$ cat config.mk
export PLATFORM = sky130hd
export DESIGN_NAME = fetch_controller
export DESIGN_NICKNAME = d
export VERILOG_FILES = /design/src/rtl/definitions_pkg.sv /design/src/rtl/fetch_controller.sv
export SDC_FILE = /design/constraint.sdc
export NUM_CORES = 1
export LEC_CHECK = 0
export ABC_AREA = 1
export BUFFER_PORTS_ARGS = -buffer_cell sky130_fd_sc_hd__buf_4
export CAP_MARGIN = 20
export CORE_MARGIN = 4
export CORE_UTILIZATION = 36
export DETAILED_ROUTE_END_ITERATION = 16
export GPL_ROUTABILITY_DRIVEN = 1
export PLACE_DENSITY = 0.6
export SLEW_MARGIN = 20
export SYNTH_ARGS = -nofsm -noshare
export SYNTH_HDL_FRONTEND = slang
export SYNTH_SLANG_ARGS = --single-unit
$ cat constraint.sdc
create_clock -name clk_i -period 1.5 [get_ports clk_i]
set_input_delay 0 -clock clk_i [delete_from_list [all_inputs] [get_ports clk_i]]
set_output_delay 0 -clock clk_i [all_outputs]
set_load 0.02 [all_outputs]
$ cat src/rtl/definitions_pkg.sv
// ----------------------------------------------------------------------------
// definitions_pkg
//   Shared types and constants for the rv32i core.
//   word_st        : 32-bit machine word (addresses and instruction words).
//   fetch_state_e  : fetch_controller sequencing states.
//   INSTR_BYTES_C  : byte distance between sequential instructions.
// ----------------------------------------------------------------------------
package definitions_pkg;

   typedef logic [31:0] word_st;

   typedef enum logic [2:0] {
      BOOT = 3'd0,   // load boot PC, one cycle after reset release
      REQ  = 3'd1,   // request outstanding, waiting for grant
      WAIT = 3'd2,   // granted, waiting for read data
      HOLD = 3'd3,   // instruction presented to decode
      HALT = 3'd4    // misaligned redirect seen; only reset leaves
   } fetch_state_e;

   localparam int unsigned INSTR_BYTES_C = 4;

endpackage

$ cat src/rtl/fetch_controller.sv
// ----------------------------------------------------------------------------
// fetch_controller
//   Instruction fetch sequencer for the rv32i core. Owns the architectural
//   PC, issues one outstanding request at a time to instruction memory
//   (req/gnt/rvalid), holds the returned word until decode accepts it, and
//   applies execute-stage redirects, squashing any in-flight response.
//
// Ports
//   clk_i              core clock, rising edge
//   rst_ni             asynchronous active-low reset
//   pc_init_i          boot address, sampled in BOOT
//   redirect_i         execute requests a PC change
//   redirect_target_i  new PC, valid with redirect_i
//   stall_i            decode not ready; held instruction stays put
//   imem_req_o         fetch request
//   imem_addr_o        fetch address (always equals pc_o)
//   imem_gnt_i         request accepted this cycle
//   imem_rvalid_i      read data valid (at most once per grant)
//   imem_rdata_i       instruction word
//   pc_o               current fetch PC
//   instr_valid_o      instr_o / instr_pc_o valid for decode
//   instr_o            fetched instruction
//   instr_pc_o         address of instr_o
//   fault_o            sticky misaligned-redirect fault
// ----------------------------------------------------------------------------
module fetch_controller
   import definitions_pkg::*;
#(
   parameter int unsigned INSTR_BYTES = INSTR_BYTES_C,
   parameter int unsigned ALIGN_BITS  = 2
) (
   input  logic   clk_i,
   input  logic   rst_ni,
   input  word_st pc_init_i,
   input  logic   redirect_i,
   input  word_st redirect_target_i,
   input  logic   stall_i,
   output logic   imem_req_o,
   output word_st imem_addr_o,
   input  logic   imem_gnt_i,
   input  logic   imem_rvalid_i,
   input  word_st imem_rdata_i,
   output word_st pc_o,
   output logic   instr_valid_o,
   output word_st instr_o,
   output word_st instr_pc_o,
   output logic   fault_o
);

   // Mask form rather than a part-select so ALIGN_BITS=0 (no alignment
   // check) still elaborates cleanly.
   localparam word_st ALIGN_MASK = (word_st'(1) << ALIGN_BITS) - word_st'(1);
   localparam word_st PC_STEP    = word_st'(INSTR_BYTES);

   fetch_state_e state_q, state_d;
   word_st       pc_q;
   word_st       instr_q;
   word_st       instr_pc_q;
   logic         drop_q;      // next response belongs to a squashed fetch
   logic         fault_q;

   logic redirect_ok;         // aligned redirect
   logic redirect_bad;        // misaligned redirect -> fault

   assign redirect_bad = redirect_i && ((redirect_target_i & ALIGN_MASK) != '0);
   assign redirect_ok  = redirect_i && !redirect_bad;

   // ---------------------------------------------------------------- state
   always_ff @(posedge clk_i or negedge rst_ni) begin
      if (!rst_ni) state_q <= BOOT;
      else         state_q <= state_d;
   end

   // ----------------------------------------------------------- next state
   always_comb begin
      state_d = state_q;
      case (state_q)
         BOOT: state_d = REQ;
         REQ: begin
            if (redirect_bad)    state_d = HALT;
            else if (imem_gnt_i) state_d = WAIT;
            // aligned redirect without grant re-requests from REQ
         end
         WAIT: begin
            if (redirect_bad)                     state_d = HALT;
            else if (redirect_ok)                 state_d = imem_rvalid_i ? REQ : WAIT;
            else if (imem_rvalid_i && drop_q)     state_d = REQ;
            else if (imem_rvalid_i)               state_d = HOLD;
         end
         HOLD: begin
            // redirect outranks accept
            if (redirect_bad)     state_d = HALT;
            else if (redirect_ok) state_d = REQ;
            else if (!stall_i)    state_d = REQ;
         end
         HALT:    state_d = HALT;
         default: state_d = BOOT;
      endcase
   end

   // -------------------------------------------------------------- outputs
   always_comb begin
      imem_req_o    = (state_q == REQ);
      instr_valid_o = (state_q == HOLD);
   end

   assign imem_addr_o = pc_q;
   assign pc_o        = pc_q;
   assign instr_o     = instr_q;
   assign instr_pc_o  = instr_pc_q;
   assign fault_o     = fault_q;

   // ------------------------------------------------------------- datapath
   // A faulting redirect leaves the PC untouched; HALT then swallows any
   // response still outstanding because nothing there looks at rvalid.
   always_ff @(posedge clk_i or negedge rst_ni) begin
      if (!rst_ni) begin
         pc_q       <= '0;
         instr_q    <= '0;
         instr_pc_q <= '0;
         drop_q     <= 1'b0;
         fault_q    <= 1'b0;
      end else begin
         case (state_q)
            BOOT: pc_q <= pc_init_i;
            REQ: begin
               if (redirect_bad) begin
                  fault_q <= 1'b1;
               end else if (redirect_ok) begin
                  pc_q <= redirect_target_i;
                  // granted request is already in flight: its data is stale
                  if (imem_gnt_i) drop_q <= 1'b1;
               end
            end
            WAIT: begin
               if (redirect_bad) begin
                  fault_q <= 1'b1;
                  drop_q  <= 1'b0;
               end else if (redirect_ok) begin
                  pc_q   <= redirect_target_i;
                  // same-cycle rvalid is discarded on the spot
                  drop_q <= !imem_rvalid_i;
               end else if (imem_rvalid_i) begin
                  if (drop_q) begin
                     drop_q <= 1'b0;
                  end else begin
                     instr_q    <= imem_rdata_i;
                     instr_pc_q <= pc_q;
                     pc_q       <= pc_q + PC_STEP;   // wraps modulo 2^32
                  end
               end
            end
            HOLD: begin
               if (redirect_bad)     fault_q <= 1'b1;
               else if (redirect_ok) pc_q    <= redirect_target_i;
            end
            default: ;
         endcase
      end
   end

endmodule

Word-level counts from Yosys, hierarchy flattened --
Cells that the tools add are included.
Word-level totals: register bits 101, logic and storage cells 67, output and inout bits 131
Operators by class: bitwise logic cells 3, $add $sub $neg 1, multiplexer cells 25, equality and inequality tests 16, reduce and logical (&&, ||, !) cells 16
Operators by type and width (count):
- 32-bit 2-to-1 mux | 6
- 32-bit one-hot mux with 3 select lines | 1
- 32-bit by 3-bit adder with 32-bit output (second input constant) | 1
- 32-bit nonzero test | 1
- 3-bit 2-to-1 mux | 9
- 3-bit one-hot mux with 5 select lines | 1
- 5-bit AND reduction | 2
- 3-bit by 2-bit equality test with 1-bit output (second input constant) | 2
- 1-bit 2-to-1 mux | 6
- 2-bit by 1-bit inequality test with 1-bit output (second input constant) | 3
- 2-bit inequality test (second input constant) | 3
- 3-bit inequality test (second input constant) | 2
- 6-bit AND reduction | 1
- 5-bit inequality test (second input constant) | 1
- 4-bit by 2-bit inequality test with 1-bit output (second input constant) | 1
- 4-bit inequality test (second input constant) | 1
- 3-bit by 1-bit equality test with 1-bit output (second input constant) | 1
- 3-bit equality test (second input constant) | 1
- 1-bit logical AND | 3
- 3-bit logical NOT | 1
- 3-bit by 1-bit inequality test with 1-bit output (second input constant) | 1
- 1-bit NOT | 3
- 3-bit AND reduction | 1
- 3-bit nonzero test | 1
- 7 further kinds | 8

Depth between registers and ports, before layout --
Gate-level depths: netlist of run 1.
depth after elaboration 7, gate-level depth with buffers 10

Worst setup path after synthesis of run 1 --
Ideal clock, no wire load.
path type reg2reg, start point reg pc_q[2] (netlist: imem_addr_o[2]), end point reg pc_q[30] (netlist: imem_addr_o[30]), buffers on the path 0, arrival 1.584 ns, path slack -0.205 ns, required time 1.379 ns, setup time 0.121 ns, period minus slack after synthesis 1.705 ns, stages on the path, launching flop included 11, cells stage by stage dfrtp_1 > ha_1 > nand2_1 > nor2_4 > nand2_1 > nor2_1 > nand2_1 > nand2_1 > nand3_1 > nand2_1 > a21oi_1
On the way: word-level cells in the longest chain between the ends 6
RTL lines:
- start, declared | RTL line fetch_controller.sv:56 | word_st pc_q;
- start signal, assigned | RTL line fetch_controller.sv:125 | BOOT: pc_q <= pc_init_i;
- start signal, assigned | RTL line fetch_controller.sv:130 | pc_q <= redirect_target_i;
- start signal, assigned | RTL line fetch_controller.sv:140 | pc_q <= redirect_target_i;
- 32-bit by 3-bit adder with 32-bit output | RTL line fetch_controller.sv:149 | pc_q <= pc_q + PC_STEP;
- 32-bit 2-to-1 mux | RTL line fetch_controller.sv:144 | if (drop_q) begin
- 32-bit 2-to-1 mux | RTL line fetch_controller.sv:143 | end else if (imem_rvalid_i) begin
- 32-bit 2-to-1 mux | RTL line fetch_controller.sv:139 | end else if (redirect_ok) begin
- 32-bit 2-to-1 mux | RTL line fetch_controller.sv:136 | if (redirect_bad) begin
- 32-bit one-hot mux with 3 select lines | RTL line fetch_controller.sv:124 | case (state_q)
Every way passes these cells. The select of a mux whose other input is x is not followed. A chain may end at the register's enable or synchronous reset.

Worst setup path after layout of run 1 --
start point reg state_q[2], end point reg instr_q[14] (netlist: instr_o[14])
On the way: word-level cells in the longest chain between the ends 2
RTL lines:
- start, declared | RTL line fetch_controller.sv:55 | fetch_state_e state_q, state_d;
- start signal, assigned | RTL line fetch_controller.sv:71 | else state_q <= state_d;
- 3-bit by 2-bit equality test with 1-bit output | RTL line fetch_controller.sv:124
- 5-bit AND reduction (no line)
- end signal, assigned | RTL line fetch_controller.sv:147 | instr_q <= imem_rdata_i;
- end, declared | RTL line fetch_controller.sv:57 | word_st instr_q;
Every way passes these cells.

==> results.py, run 1 <==
metrics = {
    "timing": {
        "max_slew_margin": 0.7187,
        "worst_slew_pin_slew_ns": 0.4219,
        "final-hold-violation-count": 0,
        "worst_clock_skew_ns": 0.009068,
        "worst_slack_ns": -0.05763,
        "setup_viol": 52,
        "rsz0062_at_grt": "true",
        "slew_viol_final": 0,
        "post-route-min-period_ns": 1.558,
        "post-route-period-util": 1.038,
        "fmax_mhz": 642.0,
    },
    "power": {
        "switching_share": 0.4685,
        "p_comb_frac": 0.651,
        "p_clk_frac": 0.118,
        "power_per_cell_area_mw_per_mm2": 1975,
        "pwr-share-seq": 0.231,
        "power_switching_mw": 9.262,
        "ir_drop_mv": 1.119,
        "intPower_mw": 10.51,
        "p_leak_nw": 5.147,
    },
    "synthesis": {
        "synth_nets": 857,
        "yosysSeqAreaShare": 0.4249,
        "synth_compound_gate_area_share": 0.1378,
        "synth_top_family_by_area": "simple AND/OR/NAND/NOR gates",
        "netlist_area_mm2": 0.005948,
        "synth_cell_type_count": 33,
        "synthMuxAreaShare": 0.08014,
        "synthXorXnorAreaFrac": 0,
        "synth_fa_ha_area_frac": 0.002103,
        "postSynthCellCount": 754,
        "ys_ff_latch": 101,
        "syn-mean-instance-area_um2": 7.889,
        "synth-warning-count": 0,
        "synth_simple_gate_area_frac": 0.2383,
    },
    "clocking": {
        "ctsLongestPathBuffers": 2,
        "htree_levels": 3,
        "tritoncts": "done",
        "clk-insertion-delay-late_ns": 0.36,
        "clkSlewWorstSetupHoldPaths_ns": 0.07,
        "numCtsBuffers": 9,
        "cts_root_buf": "clkbuf_16",
        "cts_sinks": 101,
    },
    "critical_path": {
        "critical_path_class": "reg -> reg",
        "cp_max_fo": 9,
        "start_kind": "register",
        "reg2reg_depth": 7,
        "worstPathArrival_ns": 1.81,
        "r2r_start": "state_q[2]",
        "critPathSlowestCell": "dfrtp_1",
        "end_kind": "register",
        "cp_num_cells": 7,
        "max_stage_delay_ns": 0.43,
        "cp_num_buf_inv": 4,
        "setup.worst_path.start": "state_q[2]",
        "path_cells": "inv_2, nand3_4, inv_4, nand4_4, buf_12, clkbuf_16, mux2_4",
        "path_delay_family": "buffers and inverters",
        "required_ns": 1.75,
    },
    "finish": {
        "layout_common_cells": "buf_4 (313), nand2_1 (136), dfrtp_1 (91)",
        "nets": 1198,
        "area_growth_pct": 68.24,
        "instances_no_fill": 1316,
        "final_common_cell": "buf_4",
        "post-route-util": 0.6232,
        "antennaDiodeCount": 0,
        "drive_above_1_share": 0.4809,
    },
    "place": {
        "port-buffer-count": 232,
        "globalplace.congestion": 0.9360,
        "pre_cts_ws_ns": -0.1036,
        "dp_hpwl_um": 16310,
        "dp.cells": 1230,
    },
    "floorplan": {
        "fp.dieH_um": 136.5,
        "io_pins": 233,
        "initial_core_util": 0.3704,
        "die_width_um": 136.5,
        "die-area_mm2": 0.01864,
        "coreArea_mm2": 0.01606,
        "num_rows": 46,
    },
    "run_status": {
        "violations": "negative setup slack",
        "status": "complete, but fails checks",
    },
    "worst_hold_path": {
        "hp-class": "in -> reg",
        "min_from": "redirect_target_i[7]",
        "min_path_cells": 3,
    },
    "global_routing": {
        "grt_pass1_wl_um": 33020,
        "overflow": 0,
        "first_global_vias": 6220,
        "antenna_found_initial": 0,
        "grt_max_degree": 38,
        "grt_use_total": 0.2281,
    },
    "route": {
        "via_count": 6494,
        "drcViolationCount": 0,
        "drt_iter0_drc": 451,
        "viasPerCell": 4.935,
        "postRouteAntennaNets": 0,
        "wire_per_inst_um": 17.53,
        "wirelength_um": 23060,
        "dr.pass1.iters": 5,
    },
    "job": {
        "maxCapViolCount": 0,
    },
}
## area by class of cell
cell class / instances / area [µm²]
Fill cell: 1410 / 6051
Clock inverter: 7 / 62.56
Timing Repair Buffer: 389 / 3412
Tap cell: 216 / 270.3
Clock buffer: 9 / 225.2
Sequential cell: 101 / 2540
Multi-Input combinational cell: 519 / 3203
Inverter: 75 / 294.0
## Yosys cell counts, drive strengths merged
cell type | number | area, µm²
nand2 | 164 | 620.6
o211ai | 5 | 37.54
a31oi | 1 | 6.260
a21oi | 33 | 165.2
buf | 52 | 384.1
nand4 | 4 | 40.04
or2 | 1 | 6.260
o21ai | 84 | 420.4
nor2 | 117 | 466.7
clkinv | 1 | 3.750
o21a | 1 | 7.510
dfrtp | 101 | 2527
and2 | 1 | 6.260
nor3b | 1 | 7.510
o22ai | 1 | 6.260
a22o | 15 | 131.4
ha | 1 | 12.51
nand3 | 49 | 270.3
inv | 74 | 280.3
a22oi | 6 | 45.04
clkbuf | 7 | 26.28
mux2 | 35 | 476.7
## routing by layer
metal / GRT usage / vias up / wire length [µm]
li1: - / 3125 / -
met1: 0.3082 / 3088 / 9793
met2: 0.3746 / 247 / 11200
met3: 0.04375 / 34 / 1576
met4: 0.06327 / 0 / 495
met5: 0 / - / 0
## cells by family (layout without fill, tap and decap cells)
| family | after synthesis | in the layout |
|---|---|---|
| simple gates | 337 | 337 |
| mux | 35 | 35 |
| fa+ha+maj | 1 | 1 |
| buf+inv | 134 | 480 |
| flops | 101 | 101 |
| compound gates | 146 | 146 |
## power by group through the flow
stage / Sequential, mW / Clock (mW) / Combinational (mW)
floorplan: 5.61 / 0 / 5.02
CTS: 4.47 / 2.37 / 11.0
detailed placement: 4.51 / 0 / 10.8
finish: 4.57 / 2.33 / 12.9
global route: 4.68 / 2.48 / 13.8
global placement: 4.50 / 0 / 10.7
## metrics by stage
stage | total power [mW] | TNS, ns | area (µm²) | hold slack [ns]
2_1_floorplan | 10.63 | -1.513 | 5986 | -0.2956
3_3_place_gp | 15.23 | -0.3275 | 8341 | -0.03734
3_5_place_dp | 15.28 | -0.4068 | 8341 | -0.03467
4_1_cts | 17.83 | -0.1915 | 9121 | 0.002716
5_1_grt | 20.93 | -5.912 | 10010 | 0.03082
6_report | 19.77 | -1.374 | 10010 | 0.01574
## registers in the layout, summed over array words and instances (netlist names)
register	cells
drop_q	1
fault_o	1
imem_addr_o	32
instr_o	32
instr_pc_o	32
state_q	3
## path summary, 6_finish.rpt
path,slack (ns),endpoint
worst max register to register,-0.06,instr_o[14]
worst max-delay path,-0.06,instr_o[14]
min in group asynchronous,0.11,instr_pc_o[17]
max in group asynchronous,0.87,imem_addr_o[8]
worst min-delay path,0.02,imem_addr_o[7]
worst min register to register,0.49,instr_pc_o[21]
## worst reg2reg max path, delay by kind of cell, from the launching register on
family	cells	cell delay (ns)
buffers and inverters	4	0.54
DFF	1	0.43
and+or+nand+nor	2	0.17
muxes	1	0.30
## repair_timing
item	CTS	global route
endpoints found under the setup margin	26	76
gates resized for setup	11	179
hold endpoints to repair	142	0
hold buffers	45	0
buffers inserted	2	11
cloned	0	12
pin swaps	5	18
Power figures use the tool's default switching activity.
==> inputs of run 2 (changes only) <==
--- a/config.mk
+++ b/config.mk
@@ -12,6 +12,7 @@
 export CORE_UTILIZATION = 36
 export DETAILED_ROUTE_END_ITERATION = 16
 export GPL_ROUTABILITY_DRIVEN = 1
+export MAX_ROUTING_LAYER = met4
 export PLACE_DENSITY = 0.6
 export SLEW_MARGIN = 20
 export SYNTH_ARGS = -nofsm -noshare
==> results.py, run 2 (synthesis results as in run 1) <==
metrics = {
    "clocking": {
        "cts_root_buf": "clkbuf_16",
        "clkSlewWorstSetupHoldPaths_ns": 0.07,
        "cts_sinks": 101,
        "clk-insertion-delay-late_ns": 0.36,
        "ctsLongestPathBuffers": 2,
        "htree_levels": 3,
        "tritoncts": "done",
        "numCtsBuffers": 9,
    },
    "critical_path": {
        "required_ns": 1.76,
        "start_kind": "register",
        "setup.worst_path.start": "state_q[0]",
        "critical_path_class": "reg -> reg",
        "r2r_start": "state_q[0]",
        "cp_max_fo": 16,
        "worstPathArrival_ns": 1.79,
        "end_kind": "register",
    },
    "timing": {
        "final-hold-violation-count": 0,
        "worst_clock_skew_ns": 0.01440,
        "tns_ns": -0.1049,
        "worst_slack_ns": -0.02789,
        "setup_viol": 12,
        "worst_slew_pin_slew_ns": 0.4256,
        "max_slew_margin": 0.7162,
        "rsz0062_at_grt": "true",
        "post-route-min-period_ns": 1.528,
        "post-route-period-util": 1.019,
        "hold_slack_ns": 0.008560,
        "slew_viol_final": 0,
        "fmax_mhz": 654.5,
    },
    "route": {
        "wirelength_um": 21180,
        "wire_per_inst_um": 16.34,
        "via_count": 6269,
        "drt_iter0_drc": 453,
        "viasPerCell": 4.837,
        "postRouteAntennaNets": 0,
        "drcViolationCount": 0,
        "dr.pass1.iters": 6,
    },
    "finish": {
        "regArea_mm2": 0.002534,
        "design_area_mm2": 0.009407,
        "antennaDiodeCount": 0,
        "nets": 1178,
        "layout_common_cells": "buf_4 (312), nand2_1 (152), dfrtp_1 (96)",
        "drive_above_1_share": 0.4324,
        "area_growth_pct": 58.14,
        "multiInputGateArea_mm2": 0.002978,
        "fill_cells": 1458,
        "final_common_cell": "buf_4",
    },
    "floorplan": {
        "fp.dieH_um": 136.5,
        "num_rows": 46,
        "die-area_mm2": 0.01864,
        "io_pins": 233,
        "initial_core_util": 0.3704,
        "coreArea_mm2": 0.01606,
        "die_width_um": 136.5,
    },
    "run_status": {
        "status": "complete, but fails checks",
        "violations": "negative setup slack",
    },
    "global_routing": {
        "grt_use_total": 0.2320,
        "grt_pass1_wl_um": 32620,
        "antenna_found_initial": 0,
        "overflow": 0,
        "grt_max_degree": 37,
        "first_global_vias": 6054,
    },
    "job": {
        "maxCapViolCount": 0,
    },
    "power": {
        "power_per_cell_area_mw_per_mm2": 1978,
        "ir_drop_mv": 1.154,
        "p_leak_nw": 4.900,
        "power_mw": 18.61,
    },
    "place": {
        "port-buffer-count": 232,
        "dp_hpwl_um": 16390,
        "place_area_mm2": 0.008338,
        "pre_cts_ws_ns": -0.07533,
        "globalplace.congestion": 0.9077,
    },
    "worst_hold_path": {
        "hp-class": "in -> reg",
        "min_from": "redirect_target_i[3]",
    },
}
-- run 2: repair_timing --
| item | CTS | global route |
|---|---|---|
| hold endpoints to repair | 117 | 0 |
| resized for setup | 29 | 66 |
| hold buffers | 42 | 0 |
| setup endpoints to repair | 44 | 79 |
| buffers inserted | 5 | 5 |
| pin swaps | 8 | 8 |
-- run 2: final cells by class --
type                       count  area share
clock buffer                  11     0.02687
clock inverter                 5    0.005055
inverter                      75     0.03113
multi-input combinational    519      0.3166
sequential                   101      0.2694
tap                          216     0.02873
timing repair buffer         369      0.3223
-- run 2: final timing paths --
| check | endpoint | slack [ns] | depth (start not counted) |
|---|---|---|---|
| worst min register to register | instr_pc_o[26] | 0.49 | 2 |
| worst max register to register | imem_addr_o[18] | -0.03 | 10 |
| min in group asynchronous | instr_o[6] | 0.13 | 2 |
| max in group asynchronous | imem_addr_o[22] | 0.70 | 3 |
| worst max-delay path | imem_addr_o[18] | -0.03 | 10 |
| worst min-delay path | imem_addr_o[3] | 0.009 | 5 |
-- run 2: metrics by stage --
stage,utilization,std cells
finish,0.5858,1296
global route,0.5858,1296
CTS,0.5722,1291
detailed placement,0.5192,1228
global placement,0.5192,1228
floorplan,-,754
-- run 2: layer usage --
metal	up-vias	part of all wire	track usage
li1	3071	-	-
met1	2945	0.43	0.3121
met2	227	0.48	0.3686
met3	26	0.074	0.03750
met4	0	0.014	0.05711
met5	-	0	-
-- run 2: critical path, stage by stage, from the launching register on --
cell and delay (ns):
dfrtp_1 0.41, clkinv_2 0.12, nand3_4 0.09, buf_4 0.12
nor2_4 0.03, nand2_2 0.07, nand3_4 0.12, inv_6 0.12
buf_12 0.16, nor2_2 0.04, a21oi_1 0.14
-- run 2: report_power, final --
part	leakage (nW)	total, mW	internal (mW)	switching (mW)
Sequential	1.30	4.52	3.67	0.851
Combinational	3.45	11.7	5.12	6.60
Clock	0.147	2.37	1.25	1.12
Total	4.90	18.6	10.0	8.56
